===== src/rtl/i2s_pkg.sv =====
// i2s_pkg: shared states, channel-mode codes and sample width for the I2S capture path
package i2s_pkg;
  typedef enum logic [1:0] {IDLE, SYNC, RUN, PUSH2} state_e;
  localparam logic [1:0] CH_MODE_CH0  = 2'd0;
  localparam logic [1:0] CH_MODE_CH1  = 2'd1;
  localparam logic [1:0] CH_MODE_BOTH = 2'd2;
  localparam logic [1:0] CH_MODE_RSVD = 2'd3;
  localparam int I2S_SAMPLE_W = 24;
endpackage


===== src/rtl/sync_fifo.sv =====
// sync_fifo: circular buffer with separate count register, flush, and zeroed head when empty
module sync_fifo #(
  parameter int W     = 25,
  parameter int DEPTH = 8,
  parameter int CNT_W = $clog2(DEPTH) + 1
) (
  input  logic             clk,
  input  logic             rst_n,
  input  logic             push,
  input  logic             pop,
  input  logic             flush,
  input  logic [W-1:0]     din,
  output logic [W-1:0]     dout,
  output logic             full,
  output logic             empty,
  output logic [CNT_W-1:0] count
);
  localparam int AW = $clog2(DEPTH);
  logic [W-1:0] mem [DEPTH];
  logic [AW-1:0] wptr, rptr;
  logic wr, rd;
  assign full  = count == CNT_W'(DEPTH);
  assign empty = count == '0;
  assign wr    = push & ~full;
  assign rd    = pop & ~empty;
  assign dout  = empty ? '0 : mem[rptr];
  always_ff @(posedge clk)
    if (wr) mem[wptr] <= din;
  always_ff @(posedge clk) begin
    if (!rst_n || flush) begin
      wptr  <= '0;
      rptr  <= '0;
      count <= '0;
    end else begin
      if (wr) wptr <= wptr + 1'b1;
      if (rd) rptr <= rptr + 1'b1;
      count <= count + CNT_W'(wr) - CNT_W'(rd);
    end
  end
endmodule


===== src/rtl/i2s_capture_ctrl.sv =====
// i2s_capture_ctrl: frame capture, channel select and decimation from i2s_rx into a sample FIFO
module i2s_capture_ctrl
  import i2s_pkg::*;
#(
  parameter int DEPTH = 8,
  parameter int CNT_W = 4
) (
  input  logic                    clk,
  input  logic                    rst_n,
  input  logic                    en,
  input  logic [1:0]              ch_mode,
  input  logic [3:0]              decim,
  input  logic [CNT_W-1:0]        thresh,
  input  logic                    flush,
  input  logic                    clr_ovf,
  input  logic                    ws,
  input  logic [63:0]             rx_data,
  output logic                    out_valid,
  input  logic                    out_ready,
  output logic [I2S_SAMPLE_W-1:0] out_data,
  output logic                    out_ch,
  output logic [CNT_W-1:0]        fifo_count,
  output logic                    level_irq,
  output logic                    ovf,
  output logic                    busy
);
  localparam int EW = I2S_SAMPLE_W + 1;
  state_e state, state_nx;
  logic ws_q, frame_done, keep, push, full, empty;
  logic [3:0] dcnt;
  logic [1:0] mode;
  logic [I2S_SAMPLE_W-1:0] ch1_q;
  logic [EW-1:0] push_data, head;
  assign frame_done = ws & ~ws_q;
  assign mode       = ch_mode == CH_MODE_RSVD ? CH_MODE_CH0 : ch_mode;
  assign keep       = state == RUN && en && frame_done && dcnt == '0;
  assign out_valid  = ~empty;
  assign out_ch     = head[EW-1];
  assign out_data   = head[I2S_SAMPLE_W-1:0];
  assign level_irq  = thresh != '0 && fifo_count >= thresh;
  always_ff @(posedge clk)
    if (!rst_n) state <= IDLE;
    else        state <= state_nx;
  always_comb begin
    state_nx = state;
    unique case (state)
      IDLE:    state_nx = en ? SYNC : IDLE;
      SYNC:    state_nx = !en ? IDLE : frame_done ? RUN : SYNC;
      RUN:     state_nx = !en ? IDLE : (keep && mode == CH_MODE_BOTH) ? PUSH2 : RUN;
      default: state_nx = en ? RUN : IDLE;
    endcase
  end
  always_comb begin
    push      = keep || state == PUSH2;
    push_data = state == PUSH2 ? {1'b1, ch1_q} :
                mode == CH_MODE_CH1 ? {1'b1, rx_data[55:32]} : {1'b0, rx_data[23:0]};
    busy      = state != IDLE;
  end
  // Overflow is judged on the registered count, so a same-cycle pop cannot rescue a push.
  always_ff @(posedge clk) begin
    if (!rst_n) begin
      ws_q  <= 1'b0;
      dcnt  <= '0;
      ch1_q <= '0;
      ovf   <= 1'b0;
    end else begin
      ws_q <= ws;
      if (state == SYNC && en && frame_done) dcnt <= '0;
      else if (state == RUN && en && frame_done) dcnt <= dcnt != '0 ? dcnt - 4'd1 : decim;
      if (keep) ch1_q <= rx_data[55:32];
      ovf <= (push & full) | (ovf & ~clr_ovf);
    end
  end
  sync_fifo #(.W(EW), .DEPTH(DEPTH), .CNT_W(CNT_W)) u_fifo (
    .clk   (clk),
    .rst_n (rst_n),
    .push  (push & ~full),
    .pop   (out_valid & out_ready),
    .flush (flush),
    .din   (push_data),
    .dout  (head),
    .full  (full),
    .empty (empty),
    .count (fifo_count)
  );
endmodule


===== config.mk =====
export PLATFORM = sky130hd
export DESIGN_NAME = i2s_capture_ctrl
export DESIGN_NICKNAME = d
export VERILOG_FILES = /design/src/rtl/i2s_pkg.sv /design/src/rtl/sync_fifo.sv /design/src/rtl/i2s_capture_ctrl.sv
export SDC_FILE = /design/constraint.sdc
export NUM_CORES = 1
export LEC_CHECK = 0
export CELL_PAD_IN_SITES_DETAIL_PLACEMENT = 0
export CELL_PAD_IN_SITES_GLOBAL_PLACEMENT = 2
export CORE_MARGIN = 2
export CORE_UTILIZATION = 37
export DETAILED_ROUTE_END_ITERATION = 8
export GPL_TIMING_DRIVEN = 0
export PLACE_DENSITY = 0.72
export SLEW_MARGIN = 10
export SYNTH_ARGS = -nofsm -noshare
export SYNTH_HDL_FRONTEND = slang
export SYNTH_SLANG_ARGS = --single-unit

===== constraint.sdc =====
create_clock -name clk -period 4.9 [get_ports clk]
set_clock_uncertainty 0.2 [all_clocks]
set_input_delay 0.98 -clock clk [delete_from_list [all_inputs] [get_ports clk]]
set_output_delay 0.98 -clock clk [all_outputs]
set_load 0.03 [all_outputs]

==> run_results.csv <==
group,metric,value,unit
critical_path,r2r_start,"dcnt[0]$_SDFFE_PP0P_",
yosys,ys.flop_type,"edfxtp_1",
timing,drv_slew,0,
yosys,yosysSeqAreaShare,68.6,%
yosys,netlist_area,10100,sq um
place,port_buffers,97,
critical_path,required,3.72,ns
yosys,yosysWarnings,0,
route,dr.pass1.iters,5,
cells_and_area,final_cells,1130,
yosys,synth_nets,720,
place,dp.final_hpwl,17.0,mm
timing,setup_viol,0,
cts,clkTransAtPathRegs,0.06,ns
global_route,grt_start_max_net_pins,21,
floorplanning,pin_count,114,
floorplanning,die_x,169,um
floorplanning,die_h,169,um
place,placed_area,11700,sq um
global_route,antenna_found_initial,0,
yosys,synth_area_per_cell,16.1,sq um
cts,cts.sinks,245,
floorplanning,die_area,28500,sq um
power_and_ir_drop,vdd_drop_max,0.238,mV
floorplanning,initial_core_util,37.6,%
global_route,grt.overflow.total,0,
cts,cts_setup_buffers,0,
critical_path,reg2reg_setup_slack,1.63,ns
cts,clock_path_buffers,3,
cells_and_area,syn2layout_area_growth,24.9,%
critical_path,cp-end-kind,"output port",
cts,h-tree-depth,1,
hold_path,hold_class,"flip-flop to flip-flop",
cts,cts_buffers,26,
route,via_per_inst,5.20,
timing,max_slew_margin,30.9,%
critical_path,path_max_fanout,10,
critical_path,r2r-end,"u_fifo.mem[4][13]$_DFFE_PP_",
timing,fmax,0.217,GHz
yosys,synthCells,625,
critical_path,arrival,3.43,ns
global_route,grt_pass1_vias,6204,
cells_and_area,seqCellArea,6910,sq um
place,placed_cells,1082,
yosys,synth_edf_count,200,
yosys,yosysUniqueCellTypes,46,
place,dp_slack,0.784,ns
timing,post-route-period-util,94.2,%
cells_and_area,multiInputGateArea,2970,sq um
hold_path,min_to,"ch1_q[17]$_SDFFE_PN0N_",
floorplanning,core-area,26800,sq um
route,vias,5874,
critical_path,r2r_cells,10,
place,gp_congestion,0.716,
timing,hold_viol_final,0,
cells_and_area,drive_gt1_share,17.9,%
power_and_ir_drop,leakage,4.17,nW
hold_path,worstHoldPathCells,2,
critical_path,path_class,"flip-flop to output port",
route,drtAntennaViolNets,0,
cells_and_area,final_cell_mix,"200 x edfxtp_1, 97 x clkdlybuf4s50_1, 80 x nand2_1",
cells_and_area,diodes,0,
route,drc,0,
yosys,synth-seq-cells,245,
floorplanning,rows,60,
cts,cts_resized,0,
cts,holdBufCountCts,0,
timing,hold_slack,0.255,ns
cts,clk_latency,0.52,ns
power_and_ir_drop,p_per_area,421,nW/um^2
power_and_ir_drop,power,5.30,mW
route,drtIter0Drc,496,
cells_and_area,final_common_cell,"edfxtp_1",
timing,worst_pin_slew,1.03,ns
timing,rsz0062_at_grt,"no",
route,wirelength,24.2,mm
route,wire_per_inst,21.4,um
run,cap_violations,0,
cells_and_area,postLayoutCellArea,12600,sq um
cells_and_area,fill_cells,2299,
cells_and_area,nets,864,
cts,cts_tree,"done",
critical_path,crit_path_start_kind,"flip-flop",
hold_path,min_from,"ch1_q[17]$_SDFFE_PN0N_",
cts,root_buffer,"clkbuf_16",
timing,fin_ws,0.286,ns
yosys,synthArstFlopShare,0,%
global_route,grt_use_total,17.2,%
global_route,grt_pass1_wl,36.8,mm
outcome,status,"complete, no violations",
timing,min_period,4.61,ns
synthesized netlist by cell type, drive strengths merged, types with 2 or more instances:
cell / n / area [sq um]
a211oi: 3 / 22.5
a21boi: 24 / 180
a21o: 2 / 15.0
a21oi: 10 / 50.1
a22o: 25 / 219
and2: 6 / 37.5
and3: 2 / 12.5
buf: 20 / 124
clkbuf: 16 / 60.1
dfxtp: 45 / 901
edfxtp: 200 / 6010
ha: 13 / 163
inv: 16 / 60.1
mux2i: 25 / 250
mux4: 50 / 1130
nand2: 80 / 300
nand2b: 6 / 37.5
nand3: 5 / 25.0
nand3b: 5 / 37.5
nor2: 17 / 63.8
nor3: 5 / 25.0
nor4: 2 / 12.5
o21ai: 29 / 149
xor2: 3 / 26.3
sequential cells by signal (all words and copies together), names as in the netlist, named ones only:
name,count
u_fifo.mem,200
u_fifo.wptr,3
ch1_q,24
dcnt,4
u_fifo.count,4
ws_q,1
ovf,1
u_fifo.rptr,3
state,2
where the power goes:
| part | internal (mW) | leakage, nW | switching (mW) |
|---|---|---|---|
| Clock | 1.11 | 0.411 | 0.785 |
| Combinational | 0.469 | 1.60 | 0.638 |
| Sequential | 2.28 | 2.16 | 0.0123 |
| Total | 3.86 | 4.17 | 1.44 |
worst max path at each step:
stage	startpoint	endpoint	slack, ns
after floorplan	en	u_fifo.mem[0][0]$_DFFE_PP_	0.19
after global placement	en	u_fifo.mem[0][14]$_DFFE_PP_	-2.97
after detailed placement	thresh[0]	level_irq	0.78
after CTS	u_fifo.count[2]$_SDFF_PP0_	out_data[22]	0.23
after global routing	u_fifo.count[2]$_SDFF_PP0_	out_data[22]	0.15
final	u_fifo.count[2]$_SDFF_PP0_	out_data[22]	0.29
routing by layer:
layer	track usage, %	vias to the layer above	part of all wire, %
met3	2.60	31	5.7
met2	29.2	179	49
li1	-	2702	-
met1	23.4	2962	44
met4	4.05	0	1.5
met5	0	-	0
cells by family after synthesis:
logic type	count (synthesis)	synth area share [%]
mux	75	13.7
simple gates	136	6.20
flops	245	68.6
buf+inv	52	2.42
xor+xnor	4	0.348
compound gates	99	6.95
fa+ha+maj	14	1.81
critical path, cell delays in order, from the launching register on:
cell and delay [ns]:
dfxtp_1 0.36, inv_1 0.09, ha_1 0.23, a21oi_1 0.66, clkbuf_1 0.61, a22o_1 0.27
clkdlybuf4s50_1 0.68
stage by stage:
step | TNS, ns | utilization, %
2_1_floorplan | 0 | -
3_3_place_gp | -239.33 | 42.8
3_5_place_dp | 0 | 43.8
4_1_cts | 0 | 46.9
5_1_grt | 0 | 46.9
6_report | 0 | 46.9
layout make-up:
type,count,share of cell area [%]
repair buffers,116,9.54
inverters,16,0.477
flip-flops and latches,245,54.9
multi-input cells,328,23.6
clock inverters,17,1.14
plain buffers,36,1.46
clock buffers,31,5.49
well taps,341,3.39
(Power assumes the default switching activity.)
